### config.mk
export PLATFORM = sky130hd
export DESIGN_NAME = raycast_mem_arbiter
export DESIGN_NICKNAME = d
export VERILOG_FILES = /design/src/rtl/raycast_mem_arbiter.sv
export SDC_FILE = /design/constraint.sdc
export NUM_CORES = 1
export LEC_CHECK = 0
export CAP_MARGIN = 20
export CORE_UTILIZATION = 45
export CTS_CLUSTER_DIAMETER = 40
export DETAILED_ROUTE_END_ITERATION = 7
export GPL_TIMING_DRIVEN = 0
export HOLD_SLACK_MARGIN = 0.15
export PLACE_DENSITY_LB_ADDON = 0.2
export SLEW_MARGIN = 10
export SYNTH_ARGS = -nofsm -noshare
export SYNTH_HDL_FRONTEND = slang
export SYNTH_SLANG_ARGS = --single-unit
### constraint.sdc
create_clock -name wb_clk -period 5.75 [get_ports wb_clk]
set_input_delay 0.575 -clock wb_clk [delete_from_list [all_inputs] [get_ports wb_clk]]
set_output_delay 0.575 -clock wb_clk [all_outputs]
set_load 0.01 [all_outputs]
### src/rtl/raycast_mem_arbiter.sv
// Round-robin arbiter sharing one classic Wishbone master between the ray
// controller (read/write) and N_CORES read-only raycast core ports.
module raycast_mem_arbiter #(
   parameter int N_CORES = 4,
   parameter int TIMEOUT = 1024
) (
   input  logic                   wb_clk,
   input  logic                   wb_rst_n,
   input  logic [31:0]            ctrl_wb_adr_i,
   input  logic [3:0]             ctrl_wb_sel_i,
   input  logic                   ctrl_wb_we_i,
   input  logic [31:0]            ctrl_wb_dat_i,
   input  logic                   ctrl_wb_cyc_i,
   input  logic                   ctrl_wb_stb_i,
   output logic [31:0]            ctrl_wb_dat_o,
   output logic                   ctrl_wb_ack_o,
   input  logic [32*N_CORES-1:0]  c_wb_adr_i,
   input  logic [N_CORES-1:0]     c_wb_cyc_i,
   input  logic [N_CORES-1:0]     c_wb_stb_i,
   output logic [31:0]            c_wb_dat_o,
   output logic [N_CORES-1:0]     c_wb_ack_o,
   output logic [31:0]            m_wb_adr_o,
   output logic [3:0]             m_wb_sel_o,
   output logic                   m_wb_we_o,
   output logic [31:0]            m_wb_dat_o,
   input  logic [31:0]            m_wb_dat_i,
   output logic                   m_wb_cyc_o,
   output logic                   m_wb_stb_o,
   input  logic                   m_wb_ack_i,
   input  logic                   m_wb_err_i,
   output logic [2:0]             m_wb_cti_o,
   output logic [1:0]             m_wb_bte_o,
   output logic [N_CORES:0]       grant_o,
   output logic [15:0]            err_count_o
);

   localparam int NR = N_CORES + 1;
   localparam logic [31:0] TMO_LAST = (TIMEOUT == 0) ? 32'd0 : 32'(TIMEOUT - 1);

   typedef enum logic [1:0] {IDLE, BUS, RESP} state_t;

   state_t      state;
   logic [2:0]  rr;
   logic [2:0]  owner;
   logic [2:0]  win;
   logic        any_req;
   logic [3:0]  cand;
   logic [7:0]  req;
   logic [31:0] win_adr;
   logic [31:0] win_dat;
   logic [3:0]  win_sel;
   logic        win_we;
   logic [31:0] tmo_cnt;
   logic [15:0] err_cnt;
   logic        tmo_hit;
   logic        fail;

   assign m_wb_cti_o  = '0;
   assign m_wb_bte_o  = '0;
   assign err_count_o = err_cnt;

   assign req     = 8'({c_wb_cyc_i & c_wb_stb_i, ctrl_wb_cyc_i & ctrl_wb_stb_i});
   assign tmo_hit = (TIMEOUT != 0) && (tmo_cnt == TMO_LAST);
   assign fail    = m_wb_err_i | tmo_hit;

   // Search starts one past the last winner and wraps modulo NR.
   always_comb begin
      any_req = 1'b0;
      win     = '0;
      cand    = '0;
      for (int unsigned i = 1; i <= NR; i++) begin
         cand = {1'b0, rr} + 4'(i);
         if (cand >= 4'(NR))
            cand = cand - 4'(NR);
         if (!any_req && req[cand[2:0]]) begin
            any_req = 1'b1;
            win     = cand[2:0];
         end
      end
   end

   always_comb begin
      win_adr = ctrl_wb_adr_i;
      win_sel = ctrl_wb_sel_i;
      win_we  = ctrl_wb_we_i;
      win_dat = ctrl_wb_dat_i;
      for (int unsigned k = 0; k < N_CORES; k++) begin
         if (win == 3'(k + 1)) begin
            win_adr = c_wb_adr_i[32*k +: 32];
            win_sel = 4'hF;
            win_we  = 1'b0;
            win_dat = '0;
         end
      end
   end

   always_ff @(posedge wb_clk or negedge wb_rst_n) begin
      if (!wb_rst_n) begin
         state         <= IDLE;
         rr            <= 3'(N_CORES);
         owner         <= '0;
         tmo_cnt       <= '0;
         err_cnt       <= '0;
         m_wb_adr_o    <= '0;
         m_wb_sel_o    <= '0;
         m_wb_we_o     <= 1'b0;
         m_wb_dat_o    <= '0;
         m_wb_cyc_o    <= 1'b0;
         m_wb_stb_o    <= 1'b0;
         grant_o       <= '0;
         ctrl_wb_dat_o <= '0;
         ctrl_wb_ack_o <= 1'b0;
         c_wb_dat_o    <= '0;
         c_wb_ack_o    <= '0;
      end else begin
         case (state)
            IDLE: begin
               if (any_req) begin
                  owner      <= win;
                  rr         <= win;
                  grant_o    <= NR'(1) << win;
                  m_wb_adr_o <= win_adr;
                  m_wb_sel_o <= win_sel;
                  m_wb_we_o  <= win_we;
                  m_wb_dat_o <= win_dat;
                  m_wb_cyc_o <= 1'b1;
                  m_wb_stb_o <= 1'b1;
                  tmo_cnt    <= '0;
                  state      <= BUS;
               end
            end
            BUS: begin
               tmo_cnt <= tmo_cnt + 32'd1;
               if (m_wb_ack_i || fail) begin
                  m_wb_cyc_o <= 1'b0;
                  m_wb_stb_o <= 1'b0;
                  state      <= RESP;
                  if (owner == 3'd0) begin
                     ctrl_wb_ack_o <= 1'b1;
                     ctrl_wb_dat_o <= fail ? 32'h0 : m_wb_dat_i;
                  end else begin
                     c_wb_dat_o <= fail ? 32'h0 : m_wb_dat_i;
                     for (int unsigned k = 0; k < N_CORES; k++)
                        c_wb_ack_o[k] <= (owner == 3'(k + 1));
                  end
                  if (fail && err_cnt != 16'hFFFF)
                     err_cnt <= err_cnt + 16'd1;
               end
            end
            RESP: begin
               ctrl_wb_ack_o <= 1'b0;
               c_wb_ack_o    <= '0;
               grant_o       <= '0;
               state         <= IDLE;
            end
            default: state <= IDLE;
         endcase
      end
   end

endmodule

==> metrics.yaml, run 1 <==
run_status:
  outcome: "finished, final reports clean"
synthesis:
  ys_seq_area_frac: 0.455
  async_reset_ff_frac: 1.00
  synth-main-ff-cell: "dfrtp_1"
  synth_edf_count: 0
  avgSynthCellArea_um2: 9.69
  ys_types: 78
  synthesis.area_um2: 10900
  synth-seq-cells: 198
  synthCells: 1124
  yosys_warnings: 0
floorplan:
  io_pins: 409
  die_area_um2: 24800
  rows: 56
  core_area_um2: 23600
  die_w_um: 158
  start_util: 0.461
  fp.dieH_um: 158
placed_design:
  place.gp.congestion: 0.924
  pre_cts_ws_ps: 781
  hpwl_um: 29800
  numPortBuffers: 403
  placed_area_um2: 15400
worst_setup_path:
  cp_max_fo: 13
  worst-endpoint-required_ps: 6110
  crit_type: "flop to flop"
  worstPathArrival_ps: 5360
  reg2reg_slack_ps: 750
  cp_slowest_stage_delay_ps: 670
  path_cells: "buf_4 -> inv_2 -> buf_2 -> ha_1 -> inv_1 -> fa_1 -> a21o_1 -> mux2i_1 -> mux2_4 -> a211o_4 -> nor4_4 -> a22o_1 -> buf_4 -> clkbuf_1 -> o22ai_1 -> a211oi_2"
  r2r-start: "rr[0]$_DFFE_PN0P_"
  regToRegEndpoint: "m_wb_adr_o[24]$_DFFE_PN0P_"
  worst_setup_path_start_kind: "flop"
  cpMostUsedCell: "buf_4"
  crit_path_top_delay_cell: "nor4_4"
  crit_path_end_kind: "flop"
  r2r_cells: 16
cells_and_area:
  drive_gt1_frac: 0.103
  final_area_um2: 16000
  fin_nets: 1811
  syn2layout_area_growth_pct: 47.2
  final_cell_mix: "402 x clkdlybuf4s50_1, 222 x nand2_1, 197 x dfrtp_1, 100 x o21ai_0, 62 x a211oi_2"
  final_common_cell: "clkdlybuf4s50_1"
detailed_routing:
  postRouteWirelength_um: 38100
  drc_errors: 0
  drt_first_iter_violations: 636
  ant_nets: 0
  wl_per_cell_um: 20.1
  vias_per_cell: 5.50
  drt_pass1_iterations: 5
  vias: 10400
power:
  p_sw_mw: 4.87
  swShare: 0.481
  pwr-share-comb: 0.655
  power_density_nw_per_um2: 631
  clock_power_share: 0.128
  ir_drop_mv: 0.374
  intPower_mw: 5.25
  pwr-share-seq: 0.217
  p_leak_nw: 6.52
worst_hold_path:
  hp-class: "primary input to async pin"
sta:
  rsz0062_at_grt: "false"
  final_hold_viol_count: 0
  fin_skew_ps: 22.3
  fmax_mhz: 200
  period_minus_slack_ps: 5000
  timing.final.ws_setup_ps: 753
  finalSetupViolCount: 0
  worst_pin_slew_ps: 983
  finalCritPeriodShare: 0.869
  drv_slew: 0
  maxSlewHeadroom: 0.340
clock_network:
  htree_levels: 4
  clock-sinks: 198
  numCtsBuffers: 17
  clockBufferDepth: 2
  cts_setup_buffers: 0
  holdBufCountCts: 0
  cts_root_buf: "clkbuf_16"
  clk_latency_ps: 450
  cts_tree: "yes"
  ctsResizeCount: 0
  path_clk_slew_ps: 90
grt:
  first_global_vias: 10185
  grt_usage: 0.304
  grt_pass1_wl_um: 56900
  grt_antenna_before_repair: 8
  grt_remaining_overflow: 0
  grt_max_degree: 106
flow_run:
  drv_cap: 0
how the worst max path moves through the flow:
stage / start / endpoint / slack [ps] / depth (start not counted)
floorplan: rr[0]$_DFFE_PN0P_ / m_wb_adr_o[25]$_DFFE_PN0P_ / 1570 / 18
global placement: wb_rst_n / m_wb_adr_o[8]$_DFFE_PN0P_ / -4380 / 1
detailed placement: rr[0]$_DFFE_PN0P_ / m_wb_adr_o[24]$_DFFE_PN0P_ / 780 / 16
CTS: rr[0]$_DFFE_PN0P_ / m_wb_adr_o[24]$_DFFE_PN0P_ / 770 / 16
global route: rr[0]$_DFFE_PN0P_ / m_wb_adr_o[27]$_DFFE_PN0P_ / 520 / 16
finish: rr[0]$_DFFE_PN0P_ / m_wb_adr_o[24]$_DFFE_PN0P_ / 750 / 16
logic make-up (layout without fill, tap and decap cells):
| kind of cell | count (synthesis) | in the layout | synth area share |
|---|---|---|---|
| AO/OA/AOI/OAI | 311 | 311 | 0.219 |
| buffers and inverters | 92 | 528 | 0.0441 |
| multiplexers | 45 | 45 | 0.0441 |
| XOR/XNOR | 46 | 46 | 0.0377 |
| flip-flops | 198 | 198 | 0.455 |
| AND/OR/NAND/NOR | 414 | 414 | 0.180 |
| adder cells (fa/ha/maj) | 17 | 17 | 0.0202 |
| other | 1 | 12 | 0.000344 |
power by group through the flow:
stage / clock, mW / combinational (mW) / sequential (mW)
after floorplan: 0 / 3.99 / 2.39
after global placement: 0 / 6.51 / 2.20
after detailed placement: 0 / 6.62 / 2.21
after CTS: 1.30 / 6.63 / 2.19
after global routing: 1.36 / 7.11 / 2.24
final: 1.29 / 6.63 / 2.19
Yosys cell counts (18+ instances only):
library cell | count | area [µm²]
nand2_1 | 222 | 833
nand2b_1 | 45 | 282
dfrtp_1 | 197 | 4930
nor2_1 | 47 | 176
o21ai_1 | 22 | 110
mux2i_1 | 39 | 390
clkbuf_1 | 41 | 154
a21boi_0 | 33 | 248
buf_2 | 18 | 90.1
xor2_1 | 28 | 245
a211oi_2 | 62 | 776
nand4_1 | 21 | 131
o21ai_0 | 100 | 500
o22ai_1 | 34 | 213
sequential cells by signal, summed over array words and instances (netlist names), 3 cells and up:
name,cells
c_wb_ack_o,4
c_wb_dat_o,32
ctrl_wb_dat_o,32
err_count_o,16
grant_o,5
m_wb_adr_o,32
m_wb_dat_o,32
m_wb_sel_o,4
rr,3
tmo_cnt,32
routing by layer:
metal  global-route usage  wire [µm]
met5                    0         23
met4                0.143       1430
met3               0.0731       2790
met2                0.531      19600
met1                0.349      14300
final cells by class:
| class | count | area (µm²) |
|---|---|---|
| Clock buffer | 17 | 425 |
| Antenna cell | 7 | 17.5 |
| Buffer | 79 | 432 |
| Clock inverter | 15 | 220 |
| Tap cell | 319 | 399 |
| Timing Repair Buffer | 404 | 4070 |
| Inverter | 13 | 48.8 |
| Multi-Input combinational cell | 838 | 5470 |
| Sequential cell | 198 | 4960 |
| Fill cell | 1953 | 7570 |
critical path, delay by kind of cell, from the launching register on:
| family | cells | cell delay (ps) |
|---|---|---|
| AO/OA/AOI/OAI | 5 | 1300 |
| buffers and inverters | 6 | 1260 |
| AND/OR/NAND/NOR | 1 | 670 |
| adder cells (fa/ha/maj) | 2 | 670 |
| multiplexers | 2 | 610 |
| flip-flops | 1 | 420 |
metrics by stage:
step / std cells / setup TNS, ps / total power, mW / util / hold slack [ps]
5_1_grt: 1888 / 0 / 10.7 / 0.679 / 253
6_report: 1890 / 0 / 10.1 / 0.679 / 194
3_3_place_gp: 1850 / -860160 / 8.71 / 0.650 / 462
4_1_cts: 1883 / 0 / 10.1 / 0.678 / 217
2_1_floorplan: 1128 / 0 / 6.38 / - / 279
3_5_place_dp: 1851 / 0 / 8.83 / 0.651 / 469
Note: power is estimated with default switching activity, not from simulation.
==> run 2, diff against run 1 <==
--- a/config.mk
+++ b/config.mk
@@ -9,7 +9,6 @@
 export CORE_UTILIZATION = 45
 export CTS_CLUSTER_DIAMETER = 40
 export DETAILED_ROUTE_END_ITERATION = 7
-export GPL_TIMING_DRIVEN = 0
 export HOLD_SLACK_MARGIN = 0.15
 export PLACE_DENSITY_LB_ADDON = 0.2
 export SLEW_MARGIN = 10
==> metrics.yaml, run 2 (same netlist as run 1, synthesis figures left out) <==
run_status:
  outcome: "finished, final reports clean"
sta:
  drv_slew: 0  # unchanged
  finalSetupTns_ps: 0  # unchanged
  worst_pin_slew_ps: 959  # -24.2 ps
  fmax_mhz: 204  # +1.8%
  finalCritPeriodShare: 0.853  # -0.0157
  maxSlewHeadroom: 0.361  # +0.0201
  finalSetupViolCount: 0  # unchanged
  rsz0062_at_grt: "false"
  holdWs_ps: 256  # +61.6 ps
  fin_skew_ps: 21.0  # -1.27 ps
  period_minus_slack_ps: 4910  # -90.3 ps
  final_hold_viol_count: 0  # unchanged
clock_network:
  path_clk_slew_ps: 90  # about the same
  numCtsBuffers: 17  # unchanged
  htree_levels: 4  # unchanged
  ctsResizeCount: 0  # unchanged
  holdBufCountCts: 0  # unchanged
  cts_setup_buffers: 0  # unchanged
  clockBufferDepth: 2  # unchanged
  clock-sinks: 198  # unchanged
  clk_latency_ps: 450  # about the same
  cts_root_buf: "clkbuf_16"
  cts_tree: "yes"
worst_setup_path:
  worst-endpoint-required_ps: 6070  # -40 ps
  critPathCapture: "m_wb_adr_o[11]$_DFFE_PN0P_"
  reg2reg_slack_ps: 840  # +90 ps
  crit_path_end_kind: "flop"
  r2r-start: "rr[1]$_DFFE_PN0P_"
  crit_start: "rr[1]$_DFFE_PN0P_"
  cp_max_fo: 53  # +40
  crit_path_top_delay_cell: "and2_4"
  cp_slowest_stage_delay_ps: 760  # +90 ps
  crit_type: "flop to flop"
  worstPathArrival_ps: 5230  # -130 ps
  path_cells: "inv_1 -> ha_1 -> buf_4 -> inv_1 -> mux2i_1 -> mux2_4 -> a211o_4 -> mux2_4 -> o221ai_2 -> and2_4 -> buf_4 -> mux2i_1 -> a211oi_2"
  r2r_cells: 13  # -3
  regToRegEndpoint: "m_wb_adr_o[11]$_DFFE_PN0P_"
  worst_setup_path_start_kind: "flop"
cells_and_area:
  fill_cells: 1893  # -3.1%
  drive_gt1_frac: 0.100  # -0.00281
  regArea_um2: 4960  # unchanged
  syn2layout_area_growth_pct: 45.4
  multi_input_area_um2: 5520  # +0.87%
  final_common_cell: "clkdlybuf4s50_1"
  fin_nets: 1755  # -3.1%
  final_cell_mix: "402 x clkdlybuf4s50_1, 222 x nand2_1, 197 x dfrtp_1, 100 x o21ai_0, 62 x a211oi_2"
flow_run:
  drv_cap: 0  # unchanged
floorplan:
  rows: 56  # unchanged
  die_w_um: 158  # unchanged
  io_pins: 409  # unchanged
  core_area_um2: 23600  # unchanged
  start_util: 0.461  # unchanged
  die_area_um2: 24800  # unchanged
  fp.dieH_um: 158  # unchanged
detailed_routing:
  drt_first_iter_violations: 534  # -16%
  postRouteWirelength_um: 36400  # -4.4%
  drt_pass1_iterations: 5  # unchanged
  drc_errors: 0  # unchanged
  wl_per_cell_um: 19.8  # -1.4%
  ant_nets: 0  # unchanged
  vias: 10045  # -3.4%
  vias_per_cell: 5.48  # -0.41%
grt:
  grt_remaining_overflow: 0  # unchanged
  first_global_vias: 9777  # -4.0%
  grt_max_degree: 117  # +10%
  grt_usage: 0.291  # -0.0130
  grt_antenna_before_repair: 2  # -6
  grt_pass1_wl_um: 54700  # -3.9%
power:
  pwr-share-comb: 0.639  # -0.016
  power_density_nw_per_um2: 616  # -2.3%
  ir_drop_mv: 0.653  # +75%
  p_sw_mw: 4.61  # -5.3%
  pwr-share-seq: 0.227  # +0.010
  p_leak_nw: 6.42  # -1.5%
  clock_power_share: 0.134  # +0.006
  swShare: 0.472  # -0.00940
  intPower_mw: 5.16  # -1.7%
placed_design:
  hpwl_um: 27100  # -9.1%
  place.gp.congestion: 0.912  # -1.3%
  numPortBuffers: 403  # unchanged
worst_hold_path:
  hp-class: "primary input to async pin"
-- run 2: cell count changes in the layout (fill, tap and decap cells not counted), sizes merged --
| cell | previous run | this run |
|---|---|---|
| buf | 40 | 24 |
| bufinv | 0 | 2 |
| clkinv | 6 | 5 |
| inv | 22 | 20 |
| clkbuf | 58 | 18 |
| clkinvlp | 0 | 1 |
| diode | 7 | 6 |
-- run 2: worst min-delay path by stage --
stage	end	cells after the start	slack, ps
global route	tmo_cnt[31]$_DFFE_PN0P_	1	330
floorplan	c_wb_ack_o[0]$_DFFE_PN0P_	0	280
global placement	m_wb_dat_o[1]$_DFFE_PN0P_	2	460
finish	tmo_cnt[31]$_DFFE_PN0P_	1	260
CTS	tmo_cnt[31]$_DFFE_PN0P_	1	300
detailed placement	c_wb_dat_o[5]$_DFFE_PN0P_	2	470
-- run 2: final cells by class --
type / count / share of cell area
Antenna cell: 6 / 0.000948
Clock buffer: 17 / 0.0269
Clock inverter: 15 / 0.0141
Inverter: 13 / 0.00308
Multi-Input combinational cell: 838 / 0.348
Sequential cell: 198 / 0.313
Tap cell: 319 / 0.0252
Timing Repair Buffer: 427 / 0.269
-- run 2: worst max-delay path: cells and delay by family, from the launching register on --
kind | cells | cell delay [ps]
adder cells (fa/ha/maj) | 1 | 490
AND/OR/NAND/NOR | 1 | 760
buffers and inverters | 4 | 940
multiplexers | 4 | 1250
AO/OA/AOI/OAI | 3 | 660
flip-flops | 1 | 640
-- run 2: power by group through the flow --
stage | Sequential, mW | Combinational (mW) | Clock [mW]
final | 2.21 | 6.24 | 1.31
after global routing | 2.27 | 6.75 | 1.38
after CTS | 2.21 | 6.27 | 1.33
after detailed placement | 2.23 | 6.26 | 0
after global placement | 2.22 | 6.17 | 0
after floorplan | 2.39 | 3.99 | 0
-- run 2: per-stage QoR --
step / area [µm²] / power, mW / cells / util / setup slack, ps
after floorplan: 10900 / 6.38 / 1128 / - / 1570
after global placement: 15200 / 8.39 / 1795 / 0.643 / 1060
after detailed placement: 15200 / 8.50 / 1795 / 0.643 / 929
after CTS: 15800 / 9.82 / 1827 / 0.670 / 894
after global routing: 15800 / 10.4 / 1829 / 0.671 / 587
final: 15800 / 9.76 / 1833 / 0.671 / 843
-- run 2: per-layer routing --
layer / part of all wire / GRT usage / up-vias / wire [µm]
met5: 0 / 0 / - / 0
met4: 0.039 / 0.141 / 0 / 1400
met3: 0.068 / 0.0619 / 75 / 2490
met2: 0.50 / 0.490 / 408 / 18200
met1: 0.39 / 0.353 / 4845 / 14300
li1: - / - / 4717 / -
